==> src/rtl/uart_tx_param_pkg.sv <==
// -----------------------------------------------------------------------------
// uartUtil : shared types and helpers for the UART blocks.
//
// Contents
//   states_t    - state set of the original fixed 8N1 transmitter, kept so
//                 older code that imports this package still elaborates.
//   tx_state_t  - state set of the parametrised transmitter uart_tx_param.
//   cnt_width() - counter width helper that never returns 0, so a counter
//                 for a range of size 1 is still a legal 1-bit vector.
//
// No ports (package).
// -----------------------------------------------------------------------------
package uartUtil;

  // Original fixed-format transmitter states.
  typedef enum logic [1:0] {
    S_IDLE,
    S_START,
    S_DATA,
    S_STOP
  } states_t;

  // Parametrised transmitter states. PARITY is only entered when the
  // design is built with UART_TX_PARITY_EN.
  typedef enum logic [2:0] {
    IDLE,
    START,
    DATA,
    PARITY,
    STOP
  } tx_state_t;

  // Width of a counter that must hold the values 0..n-1.
  function automatic int cnt_width(input int n);
    return (n <= 2) ? 1 : $clog2(n);
  endfunction

endpackage

==> src/rtl/uart_baud_tick.sv <==
// -----------------------------------------------------------------------------
// uart_baud_tick : per-bit baud divider running on the system clock.
//
// A free-running counter 0..BAUD_DIV-1. bit_end is high (combinationally)
// during the last clock of every bit period, and the counter wraps to 0 on
// that edge. clr restarts the bit period from 0 and wins over wrapping.
// Shared between the transmitter and the future receiver.
//
// Parameters
//   BAUD_DIV  clk cycles per serial bit, >= 2
// Ports
//   clk      in   system clock
//   rst      in   synchronous active-low reset
//   clr      in   restart the bit period (counter to 0 on the next edge)
//   bit_end  out  high during the final clock of a bit period
// -----------------------------------------------------------------------------
module uart_baud_tick #(
  parameter int BAUD_DIV = 16
) (
  input  logic clk,
  input  logic rst,
  input  logic clr,
  output logic bit_end
);

  localparam int CW = $clog2(BAUD_DIV);
  localparam logic [CW-1:0] LAST_CNT = CW'(BAUD_DIV - 1);

  logic [CW-1:0] cnt_q;
  logic [CW-1:0] cnt_d;

  always_comb begin
    bit_end = (cnt_q == LAST_CNT);
    cnt_d   = cnt_q + CW'(1);
    if (clr || bit_end) begin
      cnt_d = '0;
    end
  end

  always_ff @(posedge clk) begin
    if (!rst) begin
      cnt_q <= '0;
    end else begin
      cnt_q <= cnt_d;
    end
  end

endmodule

==> src/rtl/uart_tx_param.sv <==
// -----------------------------------------------------------------------------
// uart_tx_param : parametrised UART transmitter (successor to the fixed 8N1).
//
// Takes a word from the TX buffer on a valid/ready handshake and serialises
// it LSB first on tx: start bit (0), DATA_BITS data bits, optional parity
// bit, STOP_BITS stop bits (1). Each bit lasts BAUD_DIV system clocks.
// A new word can be accepted on the final clock of the last stop bit, so
// frames can be sent back to back with no idle gap.
//
// Build option
//   UART_TX_PARITY_EN  when defined, a parity bit is inserted after the data
//                      bits (even when PARITY_ODD=0, odd when PARITY_ODD=1).
//                      When undefined, no parity logic exists and
//                      PARITY_ODD has no effect.
//
// Parameters
//   DATA_BITS   payload bits per frame, 5..9
//   STOP_BITS   stop bits per frame, 1 or 2
//   BAUD_DIV    clk cycles per serial bit, >= 2
//   PARITY_ODD  parity sense, 0 = even, 1 = odd
// Ports
//   clk       in   system clock
//   rst       in   synchronous active-low reset
//   tx_valid  in   upstream has a word on tx_data
//   tx_ready  out  a word is accepted on this clock if tx_valid is high
//   tx_data   in   payload (DATA_BITS), sent LSB first
//   tx        out  serial line, idles high (registered)
//   busy      out  a frame is in progress (registered)
//   done      out  one-cycle pulse after the last stop-bit clock (registered)
// -----------------------------------------------------------------------------
module uart_tx_param
  import uartUtil::*;
#(
  parameter int DATA_BITS  = 8,
  parameter int STOP_BITS  = 1,
  parameter int BAUD_DIV   = 16,
  parameter int PARITY_ODD = 0
) (
  input  logic                 clk,
  input  logic                 rst,
  input  logic                 tx_valid,
  output logic                 tx_ready,
  input  logic [DATA_BITS-1:0] tx_data,
  output logic                 tx,
  output logic                 busy,
  output logic                 done
);

  // Refuse to elaborate an out-of-range configuration instead of silently
  // producing a malformed frame.
  if ((DATA_BITS < 5) || (DATA_BITS > 9) ||
      ((STOP_BITS != 1) && (STOP_BITS != 2)) ||
      (BAUD_DIV < 2) ||
      ((PARITY_ODD != 0) && (PARITY_ODD != 1))) begin : g_bad_params
    $error("uart_tx_param: illegal parameter combination");
  end

  localparam int BW = cnt_width(DATA_BITS);
  localparam int SW = cnt_width(STOP_BITS);
  localparam logic [BW-1:0] LAST_BIT  = BW'(DATA_BITS - 1);
  localparam logic [SW-1:0] LAST_STOP = SW'(STOP_BITS - 1);

  tx_state_t            state_q, state_d;
  logic [DATA_BITS-1:0] shift_q, shift_d;
  logic [BW-1:0]        bit_cnt_q, bit_cnt_d;
  logic [SW-1:0]        stop_cnt_q, stop_cnt_d;
  logic                 tx_q, tx_d;
  logic                 busy_q, busy_d;
  logic                 done_q, done_d;
`ifdef UART_TX_PARITY_EN
  logic                 parity_q, parity_d;
`endif

  logic ready_c;   // ready before reset gating
  logic clr;       // restart the baud divider
  logic bit_end;

  uart_baud_tick #(
    .BAUD_DIV (BAUD_DIV)
  ) u_baud_tick (
    .clk     (clk),
    .rst     (rst),
    .clr     (clr),
    .bit_end (bit_end)
  );

  always_comb begin
    state_d    = state_q;
    shift_d    = shift_q;
    bit_cnt_d  = bit_cnt_q;
    stop_cnt_d = stop_cnt_q;
    tx_d       = tx_q;
    busy_d     = busy_q;
    done_d     = 1'b0;
    ready_c    = 1'b0;
    clr        = 1'b0;
`ifdef UART_TX_PARITY_EN
    parity_d   = parity_q;
`endif

    case (state_q)
      IDLE: begin
        ready_c = 1'b1;
        tx_d    = 1'b1;
        busy_d  = 1'b0;
        clr     = 1'b1;   // keep the divider parked so START gets a full bit
      end

      START: begin
        if (bit_end) begin
          state_d   = DATA;
          tx_d      = shift_q[0];
          shift_d   = shift_q >> 1;
          bit_cnt_d = '0;
        end
      end

      // shift_q always holds the bits still to be sent, so its LSB is the
      // next data bit to put on the line.
      DATA: begin
        if (bit_end) begin
          if (bit_cnt_q == LAST_BIT) begin
`ifdef UART_TX_PARITY_EN
            state_d = PARITY;
            tx_d    = parity_q;
`else
            state_d    = STOP;
            tx_d       = 1'b1;
            stop_cnt_d = '0;
`endif
          end else begin
            tx_d      = shift_q[0];
            shift_d   = shift_q >> 1;
            bit_cnt_d = bit_cnt_q + BW'(1);
          end
        end
      end

`ifdef UART_TX_PARITY_EN
      PARITY: begin
        if (bit_end) begin
          state_d    = STOP;
          tx_d       = 1'b1;
          stop_cnt_d = '0;
        end
      end
`endif

      STOP: begin
        tx_d = 1'b1;
        if (bit_end) begin
          if (stop_cnt_q == LAST_STOP) begin
            // Final clock of the frame: report completion and offer the
            // slot to the next word. An accept below overrides the return
            // to IDLE and starts the next frame on the same edge.
            ready_c = 1'b1;
            done_d  = 1'b1;
            state_d = IDLE;
            busy_d  = 1'b0;
          end else begin
            stop_cnt_d = stop_cnt_q + SW'(1);
          end
        end
      end

      default: begin
        state_d    = IDLE;
        tx_d       = 1'b1;
        busy_d     = 1'b0;
        shift_d    = '0;
        bit_cnt_d  = '0;
        stop_cnt_d = '0;
      end
    endcase

    if (ready_c && tx_valid) begin
      state_d    = START;
      shift_d    = tx_data;
      tx_d       = 1'b0;
      busy_d     = 1'b1;
      clr        = 1'b1;
      bit_cnt_d  = '0;
      stop_cnt_d = '0;
`ifdef UART_TX_PARITY_EN
      // Parity is fixed from the word as accepted, not from the shifter.
      parity_d   = (^tx_data) ^ (PARITY_ODD != 0);
`endif
    end
  end

  always_ff @(posedge clk) begin
    if (!rst) begin
      state_q    <= IDLE;
      shift_q    <= '0;
      bit_cnt_q  <= '0;
      stop_cnt_q <= '0;
      tx_q       <= 1'b1;
      busy_q     <= 1'b0;
      done_q     <= 1'b0;
`ifdef UART_TX_PARITY_EN
      parity_q   <= 1'b0;
`endif
    end else begin
      state_q    <= state_d;
      shift_q    <= shift_d;
      bit_cnt_q  <= bit_cnt_d;
      stop_cnt_q <= stop_cnt_d;
      tx_q       <= tx_d;
      busy_q     <= busy_d;
      done_q     <= done_d;
`ifdef UART_TX_PARITY_EN
      parity_q   <= parity_d;
`endif
    end
  end

  // Held low throughout reset, even before the first edge clears the state.
  assign tx_ready = rst & ready_c;
  assign tx       = tx_q;
  assign busy     = busy_q;
  assign done     = done_q;

endmodule

==> config.mk <==
export PLATFORM = sky130hd
export DESIGN_NAME = uart_tx_param
export DESIGN_NICKNAME = d
export VERILOG_FILES = /design/src/rtl/uart_tx_param_pkg.sv /design/src/rtl/uart_baud_tick.sv /design/src/rtl/uart_tx_param.sv
export SDC_FILE = /design/constraint.sdc
export NUM_CORES = 1
export LEC_CHECK = 0
export CAP_MARGIN = 10
export CORE_MARGIN = 2
export CORE_UTILIZATION = 48
export CTS_CLUSTER_DIAMETER = 40
export DETAILED_ROUTE_END_ITERATION = 8
export PLACE_DENSITY_LB_ADDON = 0.25
export SYNTH_ARGS = -nofsm -noshare
export SYNTH_HDL_FRONTEND = slang
export SYNTH_SLANG_ARGS = --single-unit
==> constraint.sdc <==
create_clock -name clk -period 1.7 [get_ports clk]
set_input_delay 0.17 -clock clk [delete_from_list [all_inputs] [get_ports clk]]
set_output_delay 0.17 -clock clk [all_outputs]
set_load 0.01 [all_outputs]
==> results.yml, run 1 <==
setup_path:
  ff2ff_path_depth: 7
  ff_to_ff_start: "bit_cnt_q[1]$_SDFFE_PP0P_"
  max_stage_delay_ps: 350
  crit_path_frequent_cell: "ha_4"
  arrival_ps: 1900
  reg2reg_setup_slack_ps: 20
  path_class: "flip-flop to flip-flop"
  path_buf_inv: 1
  crit_family: "compound AO/OA/AOI/OAI gates"
  worstSetupStartpointType: "flip-flop"
  cp_cell_sequence: "ha_4 -> ha_4 -> nand4b_1 -> a22oi_2 -> buf_6 -> a21boi_2 -> o21a_1"
  r2r_end: "shift_q[7]$_SDFFE_PN0P_"
  critPathRequiredTime_ps: 1910
  worst-path-max-fanout: 6
  critPathCaptureType: "flip-flop"
  cell_type_of_the_slowest_stage_on_the_worst_timing_path: "dfxtp_2"
timing:
  rsz0062_at_grt: "true"
  relSlewSlack_pct: 77.99
  achievable-frequency_ghz: 0.5937
  whs_ps: 520.4
  fin_tns_setup_ps: 0
  slew_viol_final: 0
  final.period_utilization_pct: 99.08
  worst-slew-pin-transition_ps: 330.1
  skew_ps: 4.518
  timing.final.ws_setup_ps: 15.57
  finalHoldViolCount: 0
  timing.final.crit_period_ps: 1684
  setup_viol: 0
cells_and_area:
  most-common-layout-cells: "dfxtp_1, buf_4, clkdlybuf4s50_1"
  layout.cells.non_filler: 175
  n_fill_cell: 176
  synthToLayoutAreaGrowth_pct: 36.53
  num_antenna_cells: 0
  post_route_cells_drive_above_1_share_pct: 32.65
  nets: 162
yosys:
  synth_fp_nets: 130
  cells_after_synth: 116
  synth_warnings: 0
  postSynthAreaPerCell_sq_um: 9.449
  number_of_different_library_cells_in_the_post_synthesis_netlist: 37
  seq_area_frac_synth_pct: 38.36
  postSynth.topFlopCell: "dfxtp_1"
  synth-async-reset-ratio_pct: 0
  synth-edff-count: 0
  ys_seq_elements: 21
  syn-cell-area_sq_um: 1096
floorplan:
  fp.dieH_um: 51.79
  die_area_sq_um: 2682
  floorplan.initialDensity_pct: 50.03
  boundaryPins: 15
  die_w_um: 51.79
  rows: 17
  coreArea_sq_um: 2191
global_routing:
  globalRoute.totalOverflow: 0
  grt_max_degree: 14
  wire_length_of_the_first_global_routing_pass_mm: 4.229
  grt_pass1_vias: 947
  antenna_violations_before_repair: 0
  track_usage_pct: 21.50
clock_tree:
  clk_pin_slew_worst_paths_ps: 120
  clk-insertion-delay-late_ps: 310
  htree_num_levels: 1
  cts_hold_repair.buffers: 0
  clock_sinks: 21
  cts_tree: "yes"
  clock_tree.buffer_depth: 2
  cts_made_buffers: 3
  post-cts-setup-buffer-count: 0
  cts.root.buffer_cell: "clkbuf_4"
run_status:
  result_of_the_run: "finished clean"
routing:
  drt_first_pass_iters: 4
  vias_per_cell: 5.800
  detail-route-antenna-nets: 0
  wl_mm: 2.581
  drt_first_iter_violations: 17
  vias: 1015
  remaining_drc_errors: 0
  wl_per_cell_um: 14.75
worst_hold_path:
  start_point_of_the_worst_min_delay_path: "shift_q[6]$_SDFFE_PN0P_"
  min_path_type: "flip-flop to flip-flop"
  whs_path_depth: 2
  holdPathEnd: "shift_q[6]$_SDFFE_PN0P_"
place:
  dp_hpwl_mm: 1.927
  numPlacedInstances: 171
  port-buffer-count: 14
  dp_worst_setup_slack_ps: -33.01
  place.gp.congestion: 0.8845
power_and_ir_drop:
  vdd_drop_max_mv: 0.6949
  cellLeakagePower_nw: 0.5365
  power-per-cell-area_nw_per_um2: 647.1
run:
  maxCapViolations: 0
## flip-flops by register name, indices dropped and copies added (netlist names)
| name | cells |
|---|---|
| shift_q | 8 |
| u_baud_tick.cnt_q | 4 |
| bit_cnt_q | 3 |
| state_q | 3 |
| busy | 1 |
| done | 1 |
| tx | 1 |
## tightest hold or removal path: cells and delay by family, from the launching register on
kind / cells / cell delay [ps]
AO/OA/AOI/OAI: 2 / 150
flip-flops: 1 / 330
## synthesized netlist by cell type, drive strengths merged (2+ instances only)
master | n | area share [%]
nand2 | 5 | 1.7
ha | 3 | 3.4
nor3b | 2 | 1.4
a211oi | 9 | 9.4
buf | 5 | 3.1
clkbuf | 2 | 0.69
a22oi | 8 | 5.9
nor2 | 9 | 3.1
and2 | 3 | 1.7
nand3 | 4 | 3.0
nor3 | 4 | 1.8
a21oi | 13 | 7.0
and3 | 2 | 1.1
nand2b | 3 | 1.7
inv | 4 | 1.4
o21a | 3 | 2.1
o21ai | 3 | 1.4
dfxtp | 21 | 38
## worst max-delay path by stage
stage,start,end,cells past startpoint
finish,bit_cnt_q[1]$_SDFFE_PP0P_,shift_q[7]$_SDFFE_PN0P_,7
CTS,u_baud_tick.cnt_q[0]$_SDFF_PP0_,tx_ready,4
global placement,bit_cnt_q[1]$_SDFFE_PP0P_,bit_cnt_q[0]$_SDFFE_PP0P_,7
floorplan,bit_cnt_q[0]$_SDFFE_PP0P_,shift_q[0]$_SDFFE_PN0P_,7
global route,bit_cnt_q[1]$_SDFFE_PP0P_,shift_q[7]$_SDFFE_PN0P_,7
detailed placement,bit_cnt_q[1]$_SDFFE_PP0P_,bit_cnt_q[0]$_SDFFE_PP0P_,7
## power by group
group	leakage [nW]	switching [mW]	internal [mW]
Sequential	0.174	0.0157	0.516
Combinational	0.348	0.0918	0.100
Clock	0.0150	0.153	0.0917
Total	0.536	0.260	0.708
## kinds of logic after synthesis
| family | share of synthesized area (%) |
|---|---|
| adders and majority gates | 3.425 |
| DFF | 38.36 |
| AOI/OAI and AO/OA | 33.33 |
| xor gates and xnor gates | 1.598 |
| buffers and inverters | 5.137 |
| and+or+nand+nor | 18.15 |
## what timing repair did
action | 4_1_cts | 5_1_grt
cloned | 0 | 1
setup endpoints to repair | 12 | 12
pin swaps | 1 | 9
resized for setup | 4 | 15
## area by class of cell
cell class              instances  area [sq um]  area share [%]
flip-flops and latches         21         425.4           28.43
clock buffers                   4         26.28           1.756
inverters                       4         15.01           1.003
well taps                      28         35.03           2.341
repair buffers                 34         309.0           20.65
multi-input cells              84         685.7           45.82
## metrics by stage
step                power [mW]  utilization (%)  instance area, sq um
floorplan               0.6458                -                  1119
detailed placement      0.7278            64.88                  1421
global route             1.020            68.30                  1496
finish                  0.9683            68.30                  1496
global placement        0.7222            64.88                  1421
CTS                     0.9698            66.53                  1458
## metal layers
metal | track usage [%] | part of all wire [%] | vias up
met4 | 7.895 | 1.2 | 0
met2 | 34.83 | 49 | 24
met1 | 28.78 | 46 | 491
li1 | - | - | 496
met3 | 3.448 | 3.6 | 4
met5 | 0 | 0 | -
(Power assumes the default switching activity.)
==> run 2, diff against run 1 <==
--- a/config.mk
+++ b/config.mk
@@ -11,6 +11,7 @@
 export CTS_CLUSTER_DIAMETER = 40
 export DETAILED_ROUTE_END_ITERATION = 8
 export PLACE_DENSITY_LB_ADDON = 0.25
+export SLEW_MARGIN = 10
 export SYNTH_ARGS = -nofsm -noshare
 export SYNTH_HDL_FRONTEND = slang
 export SYNTH_SLANG_ARGS = --single-unit
==> results of run 2 <==
No change in the layout: final DEF, timing and power equal those of run 1.
==> run 3, diff against run 2 <==
--- a/config.mk
+++ b/config.mk
@@ -10,6 +10,7 @@
 export CORE_UTILIZATION = 48
 export CTS_CLUSTER_DIAMETER = 40
 export DETAILED_ROUTE_END_ITERATION = 8
+export HOLD_SLACK_MARGIN = 0.12
 export PLACE_DENSITY_LB_ADDON = 0.25
 export SLEW_MARGIN = 10
 export SYNTH_ARGS = -nofsm -noshare
==> results of run 3 <==
No change in the layout: final DEF, timing and power equal those of run 1.
==> RTL edit: new RTL, settings of run 3 <==
Register the output `tx` once more, with the module's reset; this adds one clock of latency there. The other outputs are not delayed to match. Comments in the files are not updated.
--- a/src/rtl/uart_tx_param.sv
+++ b/src/rtl/uart_tx_param.sv
@@ -216,7 +216,13 @@
 
   // Held low throughout reset, even before the first edge clears the state.
   assign tx_ready = rst & ready_c;
-  assign tx       = tx_q;
+  always_ff @(posedge clk) begin
+    if (!rst) begin
+      tx <= '0;
+    end else begin
+      tx <= tx_q;
+    end
+  end
   assign busy     = busy_q;
   assign done     = done_q;
 
Formal check against the unedited RTL: not equivalent (a bounded check fails within 4 cycles, from zero or initial values and one cycle with rst low).
==> RTL edit against run 3 <==
- setup slack better by 0.0038 ns
- final area is 2.9% lower
- power is 5.5% higher
- clock power is 18% higher
- sequential power is 5.1% higher
- area after synthesis is 1.0% lower
- largest power group unchanged
- synthesized cell count is 6.0% higher
- routed wire length is 2.9% lower
- sequential cell count is 1 higher
==> RTL edit: results (changes against run 3) <==
- Storage cell area: 445 sq um (+4.7%)
- Mux cell area share after synthesis: 0.00923 (+0.00923)
- Crit path from: u_baud_tick.cnt_q[1]$_SDFF_PP0_
- DRT iter0 DRCs: 20 (+3)
- CP endpoint: tx_ready
- Clock skew: 0.00188 ns (-0.00263 ns)
- Hold depth: 1 (-1)
- Final core utilization: 0.670 (-0.0135)
- Gpl congestion: 0.874 (-1.1%)
- Final Instance Area: 1450 sq um (-2.9%)
- Adder-Cell Fraction of Synth Area: 0.0346 (+0.000356)
- Count of multi-input gates: 90 (+7.1%)
- GR Util All Layers: 0.191 (-0.0237)
- Worst Path Arrival: 1.51 ns (-0.39 ns)
- Via count: 1001 (-1.4%)
- Non-clock buffer share: 0.183 (-0.0239)
- Fill cell count: 198 (+13%)
- Final #Nets: 164 (+1.2%)
- Cells after Synth: 123 (+6.0%)
- Slew HR: 0.764 (-0.0157)
- Top delay family on crit path: simple AND/OR/NAND/NOR gates
- GR Util met3: 0.0402 (+0.00575)
- First-pass GRT wire length: 3820 microns (-9.6%)
- Dpl cells: 168 (-1.8%)
- Crit path largest cell delay: 0.37 ns (+0.02 ns)
- Final worst path period share: 0.989 (-0.00226)
- Post-synthesis compound-gate area fraction: 0.283 (-0.0507)
- Routed length on met2: 1170 microns (-6.6%)
- Sequential share of the synthesized area: 0.406 (+0.0224)
- Synth Area in XOR/XNOR: 0.0161 (+0.000166)
- Worst slack, placed: -0.156 ns (-0.123 ns)
- Commonest cells in the netlist: dfxtp_1 (22), a21oi_1 (14), nor2_1 (10)
- Metal3 WL: 80 microns (-14%)
- Run status: complete, no violations
- Vias in the first global route: 896 (-5.4%)
- WL met1: 1240 microns (+3.1%)
- Crit Reg-Reg Startpoint: bit_cnt_q[0]$_SDFFE_PP0P_
- VDD IR max: 0.562 mV (-19%)
- Synth unique cells: 38 (+2.7%)
- Global Route met2 Usage: 0.286 (-0.0620)
- Placed wire-length estimate: 1690 microns (-12%)
- Synth top area cells: dfxtp_1 (41%), a21oi_1 (6.5%), a211oi_1 (4.8%), a22oi_1 (4.8%), ha_1 (3.5%)
- Signal inverters: 3 (-1)
- Non-clk bufs: 30 (-12%)
- CTS Sinks: 22 (+4.8%)
- Syn Nets: 137 (+5.4%)
- Leakage: 0.530 nW (-1.3%)
-- RTL edit: cell types whose count changed after synthesis, moves of 2 or more --
cell / change
a211oi_2: -7
clkbuf_1: +2
a211oi_1: +5
a21oi_1: +2
buf_2: -3
o21ai_0: +3
buf_6: +2
-- RTL edit: power breakdown --
group          switching, mW  internal, mW  total (mW)
Combinational         0.0810        0.0937       0.175
Sequential            0.0183         0.541       0.559
Clock                  0.157         0.131       0.287
Total                  0.256         0.765        1.02
-- RTL edit: worst min-delay path by stage --
| stage | startpoint | end | slack [ns] |
|---|---|---|---|
| 2_1_floorplan | tx_valid | state_q[0]$_SDFFE_PN0P_ | 0.39 |
| 3_3_place_gp | u_baud_tick.cnt_q[0]$_SDFF_PP0_ | u_baud_tick.cnt_q[0]$_SDFF_PP0_ | 0.43 |
| 3_5_place_dp | u_baud_tick.cnt_q[0]$_SDFF_PP0_ | u_baud_tick.cnt_q[0]$_SDFF_PP0_ | 0.43 |
| 4_1_cts | tx_q$_SDFFE_PN1P_ | tx$_SDFF_PN0_ | 0.48 |
| 5_1_grt | tx_q$_SDFFE_PN1P_ | tx$_SDFF_PN0_ | 0.51 |
| 6_report | tx_q$_SDFFE_PN1P_ | tx$_SDFF_PN0_ | 0.48 |
-- RTL edit: timing repair --
| item | 4_1_cts | 5_1_grt |
|---|---|---|
| gates resized for setup | 5 | 14 |
| buffers inserted | 4 | 0 |
| setup endpoints to repair | 9 | 9 |
| pin swaps | 3 | 10 |
| gates cloned | 0 | 1 |
| hold buffers | 0 | 0 |
-- RTL edit: logic make-up after synthesis --
logic type | count (synthesis)
AND/OR/NAND/NOR | 39
buffers and inverters | 11
multiplexers | 1
XOR/XNOR | 2
adder cells (fa/ha/maj) | 3
flip-flops | 22
AO/OA/AOI/OAI | 45
